===== src/rtl/mem_arb_pkg.sv =====
// Shared types and helpers for the memory port arbiter.
// Holds the request bundle, ID width helper and round-robin pick.
package mem_arb_pkg;

    localparam int MAX_REQ    = 32;
    localparam int REQ_IDX_W  = $clog2(MAX_REQ);
    localparam int MEM_ADDR_W = 12;
    localparam int MEM_DATA_W = 64;
    localparam int MEM_BE_W   = MEM_DATA_W / 8;

    typedef struct packed {
        logic [MEM_ADDR_W-1:0] addr;
        logic                  wen;
        logic [MEM_DATA_W-1:0] wdata;
        logic [MEM_BE_W-1:0]   be;
    } mem_req_t;

    // Width of a requester index; never narrower than one bit.
    function automatic int id_width(input int n);
        return (n > 1) ? $clog2(n) : 1;
    endfunction

    // First set request scanning circularly from ptr over nb requesters.
    function automatic int unsigned rr_pick(
        input logic [MAX_REQ-1:0] req,
        input int unsigned        ptr,
        input int unsigned        nb
    );
        int unsigned idx;
        int unsigned win;
        logic        found;
        win   = 0;
        found = 1'b0;
        for (int unsigned i = 0; i < MAX_REQ; i++) begin
            idx = ptr + i;
            if (idx >= nb) idx = idx - nb;
            if ((i < nb) && !found && req[idx[REQ_IDX_W-1:0]]) begin
                win   = idx;
                found = 1'b1;
            end
        end
        return win;
    endfunction

endpackage


===== src/rtl/mem_arb_id_fifo.sv =====
// Owner-ID FIFO: records which requester issued each outstanding access.
// Head is the owner of the oldest access still awaiting its response.
module mem_arb_id_fifo #(
    parameter int DEPTH = 4,
    parameter int WIDTH = 2
) (
    input  logic             CLK,
    input  logic             INITN,
    input  logic             push_i,
    input  logic             pop_i,
    input  logic [WIDTH-1:0] data_i,
    output logic [WIDTH-1:0] head_o,
    output logic             full_o,
    output logic             empty_o
);

    localparam int PTR_W = (DEPTH > 1) ? $clog2(DEPTH) : 1;
    localparam int CNT_W = $clog2(DEPTH) + 1;
    localparam logic [PTR_W-1:0] LAST = PTR_W'(DEPTH - 1);

    logic [WIDTH-1:0] mem_q [DEPTH];
    logic [PTR_W-1:0] wr_q, wr_d;
    logic [PTR_W-1:0] rd_q, rd_d;
    logic [CNT_W-1:0] cnt_q, cnt_d;
    logic             do_push, do_pop;

    assign full_o  = (cnt_q == CNT_W'(DEPTH));
    assign empty_o = (cnt_q == '0);
    assign do_push = push_i & ~full_o;
    assign do_pop  = pop_i & ~empty_o;
    assign head_o  = mem_q[rd_q];

    // Next pointers wrap at DEPTH; count moves only on unbalanced push/pop.
    always_comb begin
        wr_d  = wr_q;
        rd_d  = rd_q;
        cnt_d = cnt_q;
        if (do_push) wr_d = (wr_q == LAST) ? '0 : wr_q + 1'b1;
        if (do_pop)  rd_d = (rd_q == LAST) ? '0 : rd_q + 1'b1;
        if (do_push && !do_pop) cnt_d = cnt_q + 1'b1;
        if (!do_push && do_pop) cnt_d = cnt_q - 1'b1;
    end

    // Pointer and count registers.
    always_ff @(posedge CLK or negedge INITN) begin
        if (!INITN) begin
            wr_q  <= '0;
            rd_q  <= '0;
            cnt_q <= '0;
        end else begin
            wr_q  <= wr_d;
            rd_q  <= rd_d;
            cnt_q <= cnt_d;
        end
    end

    // ID storage, written at the tail on push.
    always_ff @(posedge CLK or negedge INITN) begin
        if (!INITN) begin
            for (int i = 0; i < DEPTH; i++) mem_q[i] <= '0;
        end else if (do_push) begin
            mem_q[wr_q] <= data_i;
        end
    end

endmodule


===== src/rtl/mem_port_arbiter.sv =====
// Round-robin arbiter sharing one grant-handshaked memory port.
// Responses return in order and are routed by the owner-ID FIFO.
module mem_port_arbiter
    import mem_arb_pkg::*;
#(
    parameter int NB_REQ          = 4,
    parameter int ADDR_WIDTH      = MEM_ADDR_W,
    parameter int DATA_WIDTH      = MEM_DATA_W,
    parameter int MAX_OUTSTANDING = 4,
    localparam int BE_WIDTH       = DATA_WIDTH / 8
) (
    input  logic                         CLK,
    input  logic                         INITN,
    input  logic [NB_REQ-1:0]            req_i,
    input  logic [NB_REQ*ADDR_WIDTH-1:0] addr_i,
    input  logic [NB_REQ-1:0]            wen_i,
    input  logic [NB_REQ*DATA_WIDTH-1:0] wdata_i,
    input  logic [NB_REQ*BE_WIDTH-1:0]   be_i,
    output logic [NB_REQ-1:0]            gnt_o,
    output logic [NB_REQ-1:0]            r_valid_o,
    output logic [DATA_WIDTH-1:0]        r_rdata_o,
    output logic                         mem_CEN,
    output logic [ADDR_WIDTH-1:0]        mem_A,
    output logic                         mem_WEN,
    output logic [DATA_WIDTH-1:0]        mem_D,
    output logic [BE_WIDTH-1:0]          mem_BE,
    input  logic                         mem_GNT,
    input  logic [DATA_WIDTH-1:0]        mem_Q,
    input  logic                         mem_RVAL,
    output logic                         resp_err_o
);

    localparam int ID_WIDTH = id_width(NB_REQ);
    localparam logic [ID_WIDTH-1:0] LAST_ID = ID_WIDTH'(NB_REQ - 1);

    logic [ID_WIDTH-1:0] rr_q, rr_d;
    logic                resp_err_q, resp_err_d;
    logic [ID_WIDTH-1:0] win, sel, head;
    logic                any_req, fifo_full, fifo_empty;
    logic                hs, pop;
    mem_req_t            sel_req;

    assign any_req = |req_i;
    assign win     = ID_WIDTH'(rr_pick(MAX_REQ'(req_i), 32'(rr_q), NB_REQ));

    // fifo_full is the registered count only, keeping RVAL out of CEN.
    assign mem_CEN = ~(any_req & ~fifo_full);
    assign hs      = ~mem_CEN & mem_GNT;
    assign pop     = mem_RVAL & ~fifo_empty;
    assign sel     = mem_CEN ? '0 : win;

    // Winner's request fields onto the memory port.
    always_comb begin
        sel_req.addr  = addr_i[sel*ADDR_WIDTH +: ADDR_WIDTH];
        sel_req.wen   = wen_i[sel];
        sel_req.wdata = wdata_i[sel*DATA_WIDTH +: DATA_WIDTH];
        sel_req.be    = be_i[sel*BE_WIDTH +: BE_WIDTH];
    end

    assign mem_A      = sel_req.addr;
    assign mem_WEN    = sel_req.wen;
    assign mem_D      = sel_req.wdata;
    assign mem_BE     = sel_req.be;
    assign r_rdata_o  = mem_Q;
    assign resp_err_o = resp_err_q;

    // One-hot grant to the winner and response valid to the head owner.
    always_comb begin
        gnt_o     = '0;
        r_valid_o = '0;
        if (hs)  gnt_o[win]      = 1'b1;
        if (pop) r_valid_o[head] = 1'b1;
    end

    // Pointer moves past the winner on a handshake; error is sticky.
    always_comb begin
        rr_d = rr_q;
        if (hs) rr_d = (win == LAST_ID) ? '0 : win + 1'b1;
        resp_err_d = resp_err_q | (mem_RVAL & fifo_empty);
    end

    // Round-robin pointer and response error flag.
    always_ff @(posedge CLK or negedge INITN) begin
        if (!INITN) begin
            rr_q       <= '0;
            resp_err_q <= 1'b0;
        end else begin
            rr_q       <= rr_d;
            resp_err_q <= resp_err_d;
        end
    end

    mem_arb_id_fifo #(
        .DEPTH (MAX_OUTSTANDING),
        .WIDTH (ID_WIDTH)
    ) u_id_fifo (
        .CLK     (CLK),
        .INITN   (INITN),
        .push_i  (hs),
        .pop_i   (pop),
        .data_i  (win),
        .head_o  (head),
        .full_o  (fifo_full),
        .empty_o (fifo_empty)
    );

endmodule


===== config.mk =====
export PLATFORM = sky130hd
export DESIGN_NAME = mem_port_arbiter
export DESIGN_NICKNAME = d
export VERILOG_FILES = /design/src/rtl/mem_arb_pkg.sv /design/src/rtl/mem_arb_id_fifo.sv /design/src/rtl/mem_port_arbiter.sv
export SDC_FILE = /design/constraint.sdc
export NUM_CORES = 1
export LEC_CHECK = 0
export CAP_MARGIN = 20
export CORE_AREA = 4 4 221 223
export CTS_CLUSTER_DIAMETER = 30
export DETAILED_ROUTE_END_ITERATION = 16
export DIE_AREA = 0 0 225 227
export PLACE_DENSITY = 0.43
export SYNTH_ARGS = -nofsm -noshare
export SYNTH_HDL_FRONTEND = slang
export SYNTH_SLANG_ARGS = --single-unit
export TNS_END_PERCENT = 20

===== constraint.sdc =====
create_clock -name CLK -period 4.1 [get_ports CLK]
set_clock_uncertainty 0.05 [all_clocks]
set_input_delay 0.615 -clock CLK [delete_from_list [all_inputs] [get_ports CLK]]
set_output_delay 0.615 -clock CLK [all_outputs]
set_load 0.05 [all_outputs]

==> results of run 1 <==
-- cell usage in the layout (no fill, tap or decap), drive strengths merged, types with 2 or more instances in the layout --
cell type	n
dlymetal6s2s	2
xor2	2
clkbuf	3
nand2	14
diode	3
mux4	2
a21o	2
mux2	11
nand2b	2
nor3b	2
mux2i	88
or3	4
o21ai	8
nor2b	3
inv	12
dfrtp	18
or2	2
a211oi	170
clkdlybuf4s50	351
buf	171
ha	14
and3	5
a21oi	89
and2	3
a221oi	2
nor3	4
o211ai	2
nor2	4
-- through the flow --
step	area, µm²	cells	setup slack (ns)	utilization	TNS (ns)
floorplan	5251	608	-0.1314	-	-3.184
global placement	11150	1604	-0.09370	0.2394	-0.09370
detailed placement	11150	1604	-0.09786	0.2394	-0.1015
CTS	11230	1607	-0.007537	0.2412	-0.01260
global route	11320	1609	-0.009867	0.2431	-0.01628
finish	11320	1610	0.07135	0.2431	0
-- cell families (layout without fill, tap and decap cells) --
| logic type | count (synthesis) | after routing | synth area share |
|---|---|---|---|
| buffers and inverters | 147 | 539 | 0.1828 |
| adder cells (fa/ha/maj) | 15 | 15 | 0.03738 |
| AND/OR/NAND/NOR | 47 | 47 | 0.04865 |
| AO/OA/AOI/OAI | 277 | 277 | 0.4381 |
| flip-flops | 18 | 18 | 0.08627 |
| other | 0 | 3 | 0 |
| XOR/XNOR | 3 | 3 | 0.005033 |
| multiplexers | 101 | 101 | 0.2018 |
-- worst paths after layout --
path,depth (start not counted),slack (ns),startpoint,end
worst max-delay path,10,0.07,req_i[0],mem_A[4]
worst min register to register,1,0.41,resp_err_o$_DFF_PN0_,resp_err_o$_DFF_PN0_
worst max register to register,11,1.17,rr_q[0]$_DFFE_PN0P_,rr_q[1]$_DFFE_PN0P_
worst min-delay path,1,0.41,resp_err_o$_DFF_PN0_,resp_err_o$_DFF_PN0_
min in group asynchronous,1,0.81,INITN,resp_err_o$_DFF_PN0_
max in group asynchronous,1,2.66,INITN,u_id_fifo.cnt_q[2]$_DFFE_PN0P_
-- sequential cells by signal, summed over array words and instances (netlist names) --
signal,cells
u_id_fifo.rd_q,2
resp_err_o,1
rr_q,2
u_id_fifo.mem_q,8
u_id_fifo.cnt_q,3
u_id_fifo.wr_q,2
-- area by class of cell --
type / instances / area share
Antenna cell: 3 / 0.0006632
Clock buffer: 3 / 0.006632
Inverter: 12 / 0.003979
Multi-Input combinational cell: 443 / 0.3503
Sequential cell: 18 / 0.03979
Tap cell: 607 / 0.06709
Timing Repair Buffer: 524 / 0.5316
-- critical path, delay by kind of cell --
kind | cells | cell delay, ns
buffers and inverters | 4 | 1.10
AO/OA/AOI/OAI | 3 | 0.71
AND/OR/NAND/NOR | 1 | 0.27
multiplexers | 2 | 0.65
-- cells in the mapped netlist, types with 2 or more instances --
library cell    n  share of area
a211oi_1      120           0.17
a211oi_2       50           0.12
a21o_1          2         0.0029
a21oi_1        39          0.037
a21oi_2        50          0.084
and2_1          3         0.0036
and3_1          5         0.0060
buf_2          25          0.024
buf_4          76           0.11
buf_6          10          0.022
clkbuf_1       23          0.017
dfrtp_1        18          0.086
ha_1           14          0.034
inv_1          11         0.0079
mux2_2          9          0.019
mux2i_1        88           0.17
mux4_2          2         0.0086
nand2_1        14          0.010
nand2b_1        2         0.0024
nor2_1          4         0.0029
nor2b_1         3         0.0036
nor3_1          4         0.0038
nor3b_1         2         0.0029
o211ai_1        2         0.0029
o21ai_0         8         0.0077
or2_1           2         0.0024
or3_1           4         0.0048
xor2_1          2         0.0034
-- metal layers --
metal | routed length [µm] | vias to the layer above | share of wire | track usage
li1 | - | 3072 | - | -
met1 | 12780 | 3005 | 0.38 | 0.1359
met4 | 680 | 6 | 0.020 | 0.02115
met3 | 2817 | 46 | 0.084 | 0.03804
met5 | 46 | - | 0.0014 | 0
met2 | 17380 | 290 | 0.52 | 0.2230
-- repair_timing --
item	4_1_cts	5_1_grt
hold buffers	0	0
pin swaps	0	4
setup endpoints to repair	2	62
gates cloned	0	0
gates resized for setup	2	19
==> flow_summary_export.csv, run 1 <==
group,metric,value,unit
worst_setup_path,worstPathMaxFanout,14,
route,drc,0,
cells_and_area,multi_input_area,3965,µm²
timing,finalHoldViolCount,0,
synth,ys.flop_type,"dfrtp_1",
synth,syn_inst,608,
worst_setup_path,cp-end-kind,"output pin",
clock_network,post_cts_buffers,0,
synth,synth_fp_nets,1035,
clock_network,clock_sinks,18,
outcome,status,"completed",
placement,hpwl,28.24,mm
route,drt-total-wl,33.71,mm
route,viasPerCell,3.987,
placement,numPortBuffers,442,
worst_setup_path,cp.required,3.43,ns
timing,fin_crit,4.029,ns
synth,synth_edf_count,0,
timing,relSlewSlack,0.4249,
timing,clock.fmax,248.2,MHz
worst_setup_path,criticalPathCategory,"input pin to output pin",
grt,antenna_found_initial,10,
synth,synthesis.area,5221,µm²
route,vias,6419,
route,ant_nets,0,
grt,grt_pass1_wl,46.29,mm
route,wl_per_cell,20.94,µm
grt,grt_max_degree,50,
clock_network,cts_tree,"built",
worst_setup_path,arrival,3.36,ns
cells_and_area,n_fill_cell,5014,
worst_setup_path,crit_path_max_incr_delay,0.49,ns
clock_network,clk_pin_slew_worst_paths,0.05,ns
synth,yosys_warnings,0,
cells_and_area,fin_nets,1429,
floorplanning,core,46560,µm²
timing,worst_pin_slew,0.8599,ns
min_path,worstHoldPathType,"flop to flop",
route,dr.first_iter.drc_count,173,
job,max_cap_viol_count,0,
cells_and_area,drive_above_1_share,0.3150,
worst_setup_path,startpoint_type,"input pin",
synth,async_flop_share,1.000,
worst_setup_path,slowest_stage,"clkdlybuf4s50_1",
cells_and_area,syn_to_final_growth,116.8,%
timing,setup_viol,0,
cells_and_area,seq_area,450.4,µm²
synth,ys_seq_elements,18,
timing,whs,0.4110,ns
synth,ys_types,44,
timing,post-route-period-util,0.9826,
placement,gp_congestion,0.8235,
floorplanning,dieHeight,227,µm
floorplanning,fp.dieW,225,µm
timing,drv_slew,0,
synth,yosysSeqAreaShare,0.08627,
worst_setup_path,cp_cell_sequence,"clkdlybuf4s50_1 -> mux2_4 -> a211o_1 -> or2_1 -> a21oi_4 -> buf_12 -> buf_4 -> mux2i_1 -> a211oi_2 -> buf_12",
synth,syn_area_per_cell,8.588,µm²
grt,grt_pass1_vias,6872,
clock_network,clkLatencyLatePin,0.25,ns
floorplanning,std_cell_rows,79,
floorplanning,num_io_pins,571,
clock_network,max-clock-path-buffers,2,
floorplanning,initial_core_util,0.1122,
worst_setup_path,cp_common_cell,"buf_12",
floorplanning,die_area,51080,µm²
clock_network,ctsRootBufferMaster,"clkbuf_16",
clock_network,cts-buffers-inserted,3,
route,drtPass1Iterations,4,
clock_network,h-tree-depth,1,
timing,grt_setup_unrepaired,"true",
grt,overflow,0,
grt,grtUsageTotal,0.1198,
Power of run 1 is left out: the tool's default activity adds up to more than one toggle a clock period on the data nets, which glitch-free logic cannot reach.
==> run 2: changes to the inputs <==
--- a/config.mk
+++ b/config.mk
@@ -6,10 +6,11 @@
 export NUM_CORES = 1
 export LEC_CHECK = 0
 export CAP_MARGIN = 20
-export CORE_AREA = 4 4 221 223
-export CTS_CLUSTER_DIAMETER = 30
+export CORE_AREA = 4 4 220 222
+export CTS_CLUSTER_DIAMETER = 80
+export CTS_CLUSTER_SIZE = 28
 export DETAILED_ROUTE_END_ITERATION = 16
-export DIE_AREA = 0 0 225 227
+export DIE_AREA = 0 0 224 226
 export PLACE_DENSITY = 0.43
 export SYNTH_ARGS = -nofsm -noshare
 export SYNTH_HDL_FRONTEND = slang
==> constraint.sdc (replaced) <==
create_clock -name CLK -period 4.8 [get_ports CLK]
set_clock_uncertainty 0.05 [all_clocks]
set_input_delay 0.72 -clock CLK [delete_from_list [all_inputs] [get_ports CLK]]
set_output_delay 0.72 -clock CLK [all_outputs]
set_load 0.05 [all_outputs]
==> run 2 against run 1 <==
Sequential share of layout area is 0.59 points higher. Count of clock-buffer cells in the layout is 1 higher. Critical path depth stayed put. Hold slack hardly changed. Die area is 0.88% lower. Final cell count is 3.0% lower. Non-clock buffer count is 49 lower. Worst setup slack better by 0.30 ns. Routed wire length is 3.5% lower.
==> flow_summary_export.csv, run 2 (synthesized netlist as in run 1, its figures left out) <==
group,metric,value,unit
outcome,status,"completed",
worst_setup_path,startpoint_type,"input pin",
cells_and_area,layout_common_cells,"clkdlybuf4s50_1, a211oi_1, buf_4",
worst_setup_path,slowest_stage,"clkdlybuf4s50_1",
clock_network,cts_tree,"built",
worst_setup_path,cp.required,4.03,ns
worst_setup_path,arrival,3.66,ns
placement,numPortBuffers,442,
clock_network,clk_pin_slew_worst_paths,0.06,ns
timing,clock.fmax,225.8,MHz
min_path,worstHoldPathType,"flop to flop",
timing,finalWorstSetupSlack,0.3720,ns
cells_and_area,fin_nets,1380,
route,dr.first_iter.drc_count,240,
worst_setup_path,crit_path_max_incr_delay,0.56,ns
route,drt-total-wl,32.52,mm
route,wl_per_cell,20.82,µm
floorplanning,dieHeight,226,µm
floorplanning,fp.dieW,224,µm
route,ant_nets,0,
timing,fin_crit,4.428,ns
cells_and_area,n_fill_cell,5147,
route,drc,0,
worst_setup_path,criticalPathCategory,"input pin to output pin",
cells_and_area,layout_commonest_cell,"clkdlybuf4s50_1",
floorplanning,num_io_pins,571,
worst_setup_path,worstPathMaxFanout,12,
worst_setup_path,cp_common_cell,"buf_4",
clock_network,max-clock-path-buffers,2,
grt,overflow,0,
timing,post-route-period-util,0.9225,
timing,fin_tns_setup,0,ns
floorplanning,initial_core_util,0.1126,
timing,worst_pin_slew,0.9187,ns
timing,drv_slew,0,
clock_network,clock_sinks,18,
floorplanning,core,46360,µm²
placement,place_ws,0.3527,ns
route,drtPass1Iterations,4,
clock_network,post_cts_buffers,0,
placement,gp_congestion,0.8297,
worst_setup_path,cp-end-kind,"output pin",
timing,setup_viol,0,
clock_network,ctsRootBufferMaster,"clkbuf_16",
clock_network,clkLatencyLatePin,0.26,ns
grt,antenna_found_initial,8,
route,viasPerCell,4.009,
grt,grt_pass1_wl,45.56,mm
grt,grt_max_degree,50,
worst_setup_path,cp_cell_sequence,"clkdlybuf4s50_1 -> mux2i_1 -> or3_1 -> a221oi_2 -> a21oi_4 -> and2_4 -> buf_12 -> buf_4 -> a211oi_1 -> buf_4",
floorplanning,std_cell_rows,79,
placement,hpwl,26.99,mm
grt,grt_pass1_vias,6684,
cells_and_area,reg.largest.list,"u_id_fifo.mem_q (8), u_id_fifo.cnt_q (3)",
clock_network,ctsHoldBuffers,0,
worst_setup_path,path_buf_inv,4,
worst_setup_path,crit_family,"buffers and inverters",
floorplanning,die_area,50620,µm²
clock_network,cts_resized,0,
clock_network,h-tree-depth,1,
cells_and_area,regMostFlops,"u_id_fifo.mem_q",
clock_network,cts-buffers-inserted,3,
cells_and_area,syn_to_final_growth,89.00,%
job,max_cap_viol_count,0,
cells_and_area,largest_register_ffs,8,
timing,grt_setup_unrepaired,"false",
timing,relSlewSlack,0.3856,
cells_and_area,drive_above_1_share,0.2595,
grt,grtUsageTotal,0.1168,
timing,finalHoldViolCount,0,
route,vias,6262,
==> run 2: stage by stage <==
stage / area, µm² / hold slack, ns / utilization / instances
2_1_floorplan: 5221 / 0.3744 / - / 608
3_3_place_gp: 9772 / 0.3974 / 0.2108 / 1555
3_5_place_dp: 9772 / 0.3969 / 0.2108 / 1555
4_1_cts: 9861 / 0.4156 / 0.2127 / 1559
5_1_grt: 9861 / 0.4412 / 0.2127 / 1559
6_report: 9868 / 0.4110 / 0.2129 / 1562
==> run 2: final cells by class <==
class / instances / area, µm² / area share
Timing Repair Buffer: 475 / 4649 / 0.4712
Multi-Input combinational cell: 443 / 3867 / 0.3919
Tap cell: 607 / 759.5 / 0.07696
Sequential cell: 18 / 450.4 / 0.04564
Clock buffer: 4 / 88.84 / 0.009002
Inverter: 12 / 45.04 / 0.004564
Antenna cell: 3 / 7.507 / 0.0007607
==> run 2: final timing paths <==
kind	startpoint	end	slack (ns)	cells after the start
worst max-delay path	req_i[0]	mem_D[19]	0.37	10
worst min-delay path	resp_err_o$_DFF_PN0_	resp_err_o$_DFF_PN0_	0.41	1
worst max register to register	rr_q[1]$_DFFE_PN0P_	rr_q[1]$_DFFE_PN0P_	1.73	9
worst min register to register	resp_err_o$_DFF_PN0_	resp_err_o$_DFF_PN0_	0.41	1
max in group asynchronous	INITN	u_id_fifo.wr_q[1]$_DFFE_PN0P_	3.20	1
min in group asynchronous	INITN	resp_err_o$_DFF_PN0_	0.92	1
==> run 2: metal layers <==
metal / up-vias / wire (µm) / share of wire / global-route usage
met5: - / 47 / 0.0014 / 0
li1: 2983 / - / - / -
met3: 63 / 2697 / 0.083 / 0.03445
met1: 2897 / 12790 / 0.39 / 0.1367
met4: 6 / 1130 / 0.035 / 0.03201
met2: 313 / 15850 / 0.49 / 0.2081
Power of run 2 is left out for the same reason.
